<file path="config.mk">
export PLATFORM = sky130hd
export DESIGN_NAME = dorodon_input_ctrl
export DESIGN_NICKNAME = d
export VERILOG_FILES = /design/src/rtl/dorodon_input_ctrl.sv
export SDC_FILE = /design/constraint.sdc
export NUM_CORES = 1
export LEC_CHECK = 0
export CAP_MARGIN = 20
export CORE_ASPECT_RATIO = 0.75
export CORE_MARGIN = 2
export CORE_UTILIZATION = 25
export DETAILED_ROUTE_END_ITERATION = 6
export DONT_BUFFER_PORTS = 1
export GPL_TIMING_DRIVEN = 0
export SLEW_MARGIN = 20
export SYNTH_ARGS = -nofsm -noshare
export SYNTH_HDL_FRONTEND = slang
export SYNTH_SLANG_ARGS = --single-unit
export TNS_END_PERCENT = 1
</file>
<file path="constraint.sdc">
create_clock -name clk_sys -period 5.19 [get_ports clk_sys]
set_input_delay 1.038 -clock clk_sys [delete_from_list [all_inputs] [get_ports clk_sys]]
set_output_delay 1.038 -clock clk_sys [all_outputs]
set_load 0.05 [all_outputs]
</file>
<file path="src/rtl/dorodon_input_ctrl.sv">
// rtl/dorodon_input_ctrl.sv - Dorodon input controller: PS/2 key latches, joystick merge, coin pulse FSMs
// Keys and pads merge into active-low per-player buttons; coin requests become frame-timed pulses.
module dorodon_input_ctrl #(
  parameter int COIN_FRAMES = 4,
  parameter int LOCK_FRAMES = 2
) (
  input  logic        clk_sys,
  input  logic        reset_n,
  input  logic [10:0] ps2_key,
  input  logic [15:0] joy,
  input  logic        no_rotate,
  input  logic        vblank,
  output logic [1:0]  but_up_s,
  output logic [1:0]  but_down_s,
  output logic [1:0]  but_left_s,
  output logic [1:0]  but_right_s,
  output logic [1:0]  but_fire_s,
  output logic [1:0]  but_bomb_s,
  output logic [1:0]  but_select_s,
  output logic [1:0]  but_coin_s,
  output logic        key_evt
);

  localparam int MAXF = (COIN_FRAMES > LOCK_FRAMES) ? COIN_FRAMES : LOCK_FRAMES;
  localparam int CW = $clog2(MAXF + 1);
  localparam logic [CW-1:0] COIN_CNT = CW'(COIN_FRAMES);
  localparam logic [CW-1:0] LOCK_CNT = CW'(LOCK_FRAMES);

  localparam int K_UP1    = 0;
  localparam int K_DOWN1  = 1;
  localparam int K_LEFT1  = 2;
  localparam int K_RIGHT1 = 3;
  localparam int K_FIRE1  = 4;
  localparam int K_BOMB1  = 5;
  localparam int K_START1 = 6;
  localparam int K_START2 = 7;
  localparam int K_COIN1  = 8;
  localparam int K_COIN2  = 9;
  localparam int K_UP2    = 10;
  localparam int K_DOWN2  = 11;
  localparam int K_LEFT2  = 12;
  localparam int K_RIGHT2 = 13;
  localparam int K_FIRE2  = 14;
  localparam int K_BOMB2  = 15;

  typedef enum logic [1:0] {IDLE, PULSE, LOCK} coin_state_t;

  logic        tog_q;
  logic        evt;
  logic [15:0] keys;
  logic [15:0] key_hit;
  logic [1:0]  up_v, down_v, left_v, right_v, fire_v, bomb_v, sel_v, req_v;
  logic [1:0]  req_q, req_d, req_edge;
  logic        vb_q, tick;
  logic        unused_joy;

  assign unused_joy = ^joy[15:9];
  assign evt        = ps2_key[10] ^ tog_q;
  assign req_edge   = req_q & ~req_d;
  assign tick       = vblank & ~vb_q;

  // Arrow keys match with either extended-bit value; the rest must be non-extended.
  always_comb begin
    key_hit = '0;
    case (ps2_key[7:0])
      8'h75:   key_hit[K_UP1]    = 1'b1;
      8'h72:   key_hit[K_DOWN1]  = 1'b1;
      8'h6B:   key_hit[K_LEFT1]  = 1'b1;
      8'h74:   key_hit[K_RIGHT1] = 1'b1;
      default: ;
    endcase
    if (!ps2_key[8]) begin
      case (ps2_key[7:0])
        8'h14:        key_hit[K_FIRE1]  = 1'b1;
        8'h29:        key_hit[K_BOMB1]  = 1'b1;
        8'h05, 8'h16: key_hit[K_START1] = 1'b1;
        8'h06, 8'h1E: key_hit[K_START2] = 1'b1;
        8'h2E:        key_hit[K_COIN1]  = 1'b1;
        8'h36:        key_hit[K_COIN2]  = 1'b1;
        8'h2D:        key_hit[K_UP2]    = 1'b1;
        8'h2B:        key_hit[K_DOWN2]  = 1'b1;
        8'h23:        key_hit[K_LEFT2]  = 1'b1;
        8'h34:        key_hit[K_RIGHT2] = 1'b1;
        8'h1C:        key_hit[K_FIRE2]  = 1'b1;
        8'h1B:        key_hit[K_BOMB2]  = 1'b1;
        default:      ;
      endcase
    end
  end

  always_ff @(posedge clk_sys) begin
    tog_q <= ps2_key[10];
    if (!reset_n) begin
      keys    <= '0;
      key_evt <= 1'b0;
    end else begin
      key_evt <= evt;
      if (evt) keys <= (keys & ~key_hit) | (key_hit & {16{ps2_key[9]}});
    end
  end

  always_comb begin
    if (no_rotate) begin
      up_v    = {keys[K_LEFT2],  keys[K_LEFT1]}  | {2{joy[1]}};
      down_v  = {keys[K_RIGHT2], keys[K_RIGHT1]} | {2{joy[0]}};
      left_v  = {keys[K_DOWN2],  keys[K_DOWN1]}  | {2{joy[2]}};
      right_v = {keys[K_UP2],    keys[K_UP1]}    | {2{joy[3]}};
    end else begin
      up_v    = {keys[K_UP2],    keys[K_UP1]}    | {2{joy[3]}};
      down_v  = {keys[K_DOWN2],  keys[K_DOWN1]}  | {2{joy[2]}};
      left_v  = {keys[K_LEFT2],  keys[K_LEFT1]}  | {2{joy[1]}};
      right_v = {keys[K_RIGHT2], keys[K_RIGHT1]} | {2{joy[0]}};
    end
    fire_v = {keys[K_FIRE2], keys[K_FIRE1]} | {2{joy[4]}};
    bomb_v = {keys[K_BOMB2], keys[K_BOMB1]} | {2{joy[5]}};
    sel_v  = {keys[K_START2] | joy[7], keys[K_START1] | joy[6]};
    req_v  = {keys[K_COIN2], keys[K_COIN1] | joy[8] | sel_v[0] | sel_v[1]};
  end

  always_ff @(posedge clk_sys) begin
    if (!reset_n) begin
      but_up_s     <= 2'b11;
      but_down_s   <= 2'b11;
      but_left_s   <= 2'b11;
      but_right_s  <= 2'b11;
      but_fire_s   <= 2'b11;
      but_bomb_s   <= 2'b11;
      but_select_s <= 2'b11;
    end else begin
      but_up_s     <= ~up_v;
      but_down_s   <= ~down_v;
      but_left_s   <= ~left_v;
      but_right_s  <= ~right_v;
      but_fire_s   <= ~fire_v;
      but_bomb_s   <= ~bomb_v;
      but_select_s <= ~sel_v;
    end
  end

  // Request history tracks live inputs through reset so a held coin cannot fire on release.
  always_ff @(posedge clk_sys) begin
    vb_q  <= vblank;
    req_q <= req_v;
    req_d <= reset_n ? req_q : req_v;
  end

  for (genvar ch = 0; ch < 2; ch++) begin : g_coin
    coin_state_t    state;
    logic [CW-1:0]  cnt;
    logic [CW-1:0]  cnt_inc;
    logic           coin_n;

    assign cnt_inc        = (cnt == {CW{1'b1}}) ? cnt : cnt + 1'b1;
    assign but_coin_s[ch] = coin_n;

    always_ff @(posedge clk_sys) begin
      if (!reset_n) begin
        state  <= IDLE;
        cnt    <= '0;
        coin_n <= 1'b1;
      end else begin
        case (state)
          IDLE: begin
            if (req_edge[ch]) begin
              state  <= PULSE;
              cnt    <= '0;
              coin_n <= 1'b0;
            end
          end
          PULSE: begin
            if (tick) begin
              if (cnt_inc >= COIN_CNT) begin
                state  <= LOCK;
                cnt    <= '0;
                coin_n <= 1'b1;
              end else begin
                cnt <= cnt_inc;
              end
            end
          end
          LOCK: begin
            if (cnt >= LOCK_CNT && !req_q[ch]) begin
              state <= IDLE;
              cnt   <= '0;
            end else if (tick) begin
              cnt <= cnt_inc;
            end
          end
          default: begin
            state  <= IDLE;
            coin_n <= 1'b1;
          end
        endcase
      end
    end
  end

endmodule
</file>
==> results.py <==
metrics = {
    "logic_synthesis": {
        "postSynth.asyncResetShare": 0,
        "netlist_instances": 262,
        "synth_area_per_cell_sq_um": 9.09,
        "yosysWarningCount": 0,
        "number_of_synthesized_flops_with_an_enable_pin": 0,
        "synth_top_cell_area_share": 0.412,
        "synth_seq_area_share": 0.412,
        "synth_seq_cells": 49,
        "syn-num-nets": 305,
        "post-synth-top-count-cell": "dfxtp_1",
        "leading_area_contributor_after_synthesis": "dfxtp_1",
        "synth_commonest_cells": "dfxtp_1 (49), nand2_1 (32), o21ai_0 (24)",
        "synth_top_cells_by_area": "dfxtp_1 (41%), ha_1 (6.3%), mux2i_1 (5.9%)",
        "netlist-cell-type-count": 43,
        "syn_area_sq_um": 2380,
        "commonest_register_cell_after_synthesis": "dfxtp_1",
    },
    "layout": {
        "area_growth_syn_to_layout_pct": 12.7,
        "layout_cells_sized_above_1": 0.0889,
        "layout.core_utilization": 0.293,
        "antenna-diode-count": 0,
        "num-fill-cells": 975,
        "seq_area_sq_um": 981,
        "finalInstanceArea_sq_um": 2680,
        "multiInputGateArea_sq_um": 1310,
        "layout.nets": 312,
    },
    "critical_path": {
        "critPathKind": "in2reg",
        "timing.critical_path.required_ps": 5410,
        "setup.worst_path.start_class": "input port",
        "timing.critical_path.slowest_cell_delay_ps": 610,
        "timing.rr.start": "g_coin[0].state[0]",
        "timing.critical_path.arrival_ps": 2500,
        "crit_slowest_cell": "or4b_4",
        "critPathLaunch": "ps2_key[4]",
        "path_max_fanout": 9,
        "end_kind": "register",
        "critical_path_cell_list": "clkbuf_1, or4b_4, nor4_1, mux2i_1",
    },
    "placement": {
        "placement.io_buffers": 0,
        "postPlaceCellArea_sq_um": 2540,
        "gp_congestion": 0.781,
        "hpwl_um": 4120,
    },
    "routing": {
        "drt_drc_violations_left": 0,
        "wire_per_inst_um": 14.2,
        "detail-route-antenna-nets": 0,
        "num_vias": 1965,
        "number_of_vias_per_cell_after_detailed_routing": 4.94,
        "totalWireLength_um": 5640,
        "drt_iter0_drc": 197,
        "detailedRoute.firstPassIterationCount": 4,
    },
    "grt": {
        "grtUsageMet2": 0.161,
        "global_route_wire_length_before_repair_um": 9130,
        "grt_util_met1": 0.158,
        "grt_start_max_net_pins": 16,
        "grt_use_met3": 0.0514,
        "number_of_antenna_violations_at_the_first_check_in_global_routing": 0,
        "via_count_of_the_first_global_routing_pass": 1770,
        "global_routing_s_busiest_layer": "met2",
        "gr-usage-all-layers": 0.116,
        "overflow": 0,
    },
    "sta": {
        "drv_slew": 0,
        "timing.clock.skew_ps": 4.83,
        "setup-violations-final": 0,
        "highest_achievable_clock_rate_ghz": 0.438,
        "min_period_over_period": 0.440,
        "relSlewSlack": 0.632,
        "timing.setup.tns_ps": 0,
        "worst_pin_slew_ps": 553,
        "finalHoldViolCount": 0,
        "layout_min_cycle_time_ps": 2280,
        "rsz0062_at_grt": "no",
    },
    "floorplan": {
        "core.rowCount": 30,
        "initial_core_util": 0.260,
        "design.core.area_sq_um": 9160,
        "dieArea_sq_um": 10300,
        "ios": 48,
        "die_w_um": 117,
        "die_h_um": 88.5,
    },
    "pwr": {
        "vdd.ir_drop.worst_v": 0.000119,
        "power_leakage_nw": 0.932,
        "total_power_w": 0.000884,
        "power_density_over_cell_area_nw_per_um2": 329,
    },
    "cts": {
        "worst_skew_pair.late_latency_ps": 290,
        "post-cts-setup-buffer-count": 0,
        "tritoncts": "done",
        "post_cts_resize_count": 0,
        "hold_buffers": 0,
        "cts.path.max_buffers": 2,
        "cts.sinks": 49,
        "cts_max_level": 2,
        "clk_pin_slew_worst_paths_ps": 70,
        "cts-buffers-inserted": 5,
        "cts.root.buffer_cell": "clkbuf_16",
    },
    "worst_hold_path": {
        "hold_path_class": "reg2reg",
    },
    "flow_run": {
        "drv_cap": 0,
    },
    "status": {
        "status": "completed",
    },
}
-- cells in the final DEF (no fill, tap or decap), drive strengths merged, types with 3 or more instances in the layout --
cell    instances
a21oi          10
a221o           4
clkbuf         14
dfxtp          49
ha             12
inv            11
mux2i          14
nand2          32
nand2b          9
nand3           9
nand4           3
nor2           14
nor3            5
nor3b           3
nor4           10
o21ai          24
o311ai          8
or4b            5
-- cell type report --
cell class	count	share of cell area
multi-input cells	191	0.488
flip-flops and latches	49	0.366
well taps	128	0.0597
clock buffers	5	0.0466
plain buffers	11	0.0182
inverters	11	0.0154
clock inverters	3	0.00653
-- kinds of logic after synthesis --
group | synth area share
adders and majority gates | 0.0631
xor gates and xnor gates | 0.0105
DFF | 0.412
AOI/OAI and AO/OA | 0.169
buffers and inverters | 0.0378
muxes | 0.0683
and+or+nand+nor | 0.239
-- critical path: cells and delay by family --
| family | cells | cell delay, ps |
|---|---|---|
| buffers and inverters | 1 | 210 |
| AND/OR/NAND/NOR | 2 | 1020 |
| multiplexers | 1 | 230 |
-- where the power goes --
group / internal [W] / total, W / switching (W) / leakage (nW)
combinational: 0.0000519 / 0.000137 / 0.0000849 / 0.462
sequential: 0.000393 / 0.000428 / 0.0000348 / 0.401
clock: 0.000177 / 0.000320 / 0.000143 / 0.0696
-- final timing paths --
| path | to | slack [ps] | cells past startpoint |
|---|---|---|---|
| min reg2reg | req_q[1] | 370 | 0 |
| max reg2reg | g_coin[0].cnt[0] | 3220 | 6 |
| max | register | 2910 | 4 |
| min | req_q[1] | 370 | 0 |
-- routing by layer --
metal	vias to the layer above	routed length (um)
li1	981	-
met1	904	2710
met2	70	2270
met3	10	562
met4	0	88
met5	-	0
-- metrics by stage --
step / instances / hold slack (ps) / setup WS (ps)
floorplan: 262 / 347 / 2850
global placement: 390 / 363 / 2570
detailed placement: 390 / 365 / 2640
CTS: 398 / 375 / 2910
global route: 398 / 380 / 2840
finish: 398 / 374 / 2910
Power figures use the tool's default switching activity.
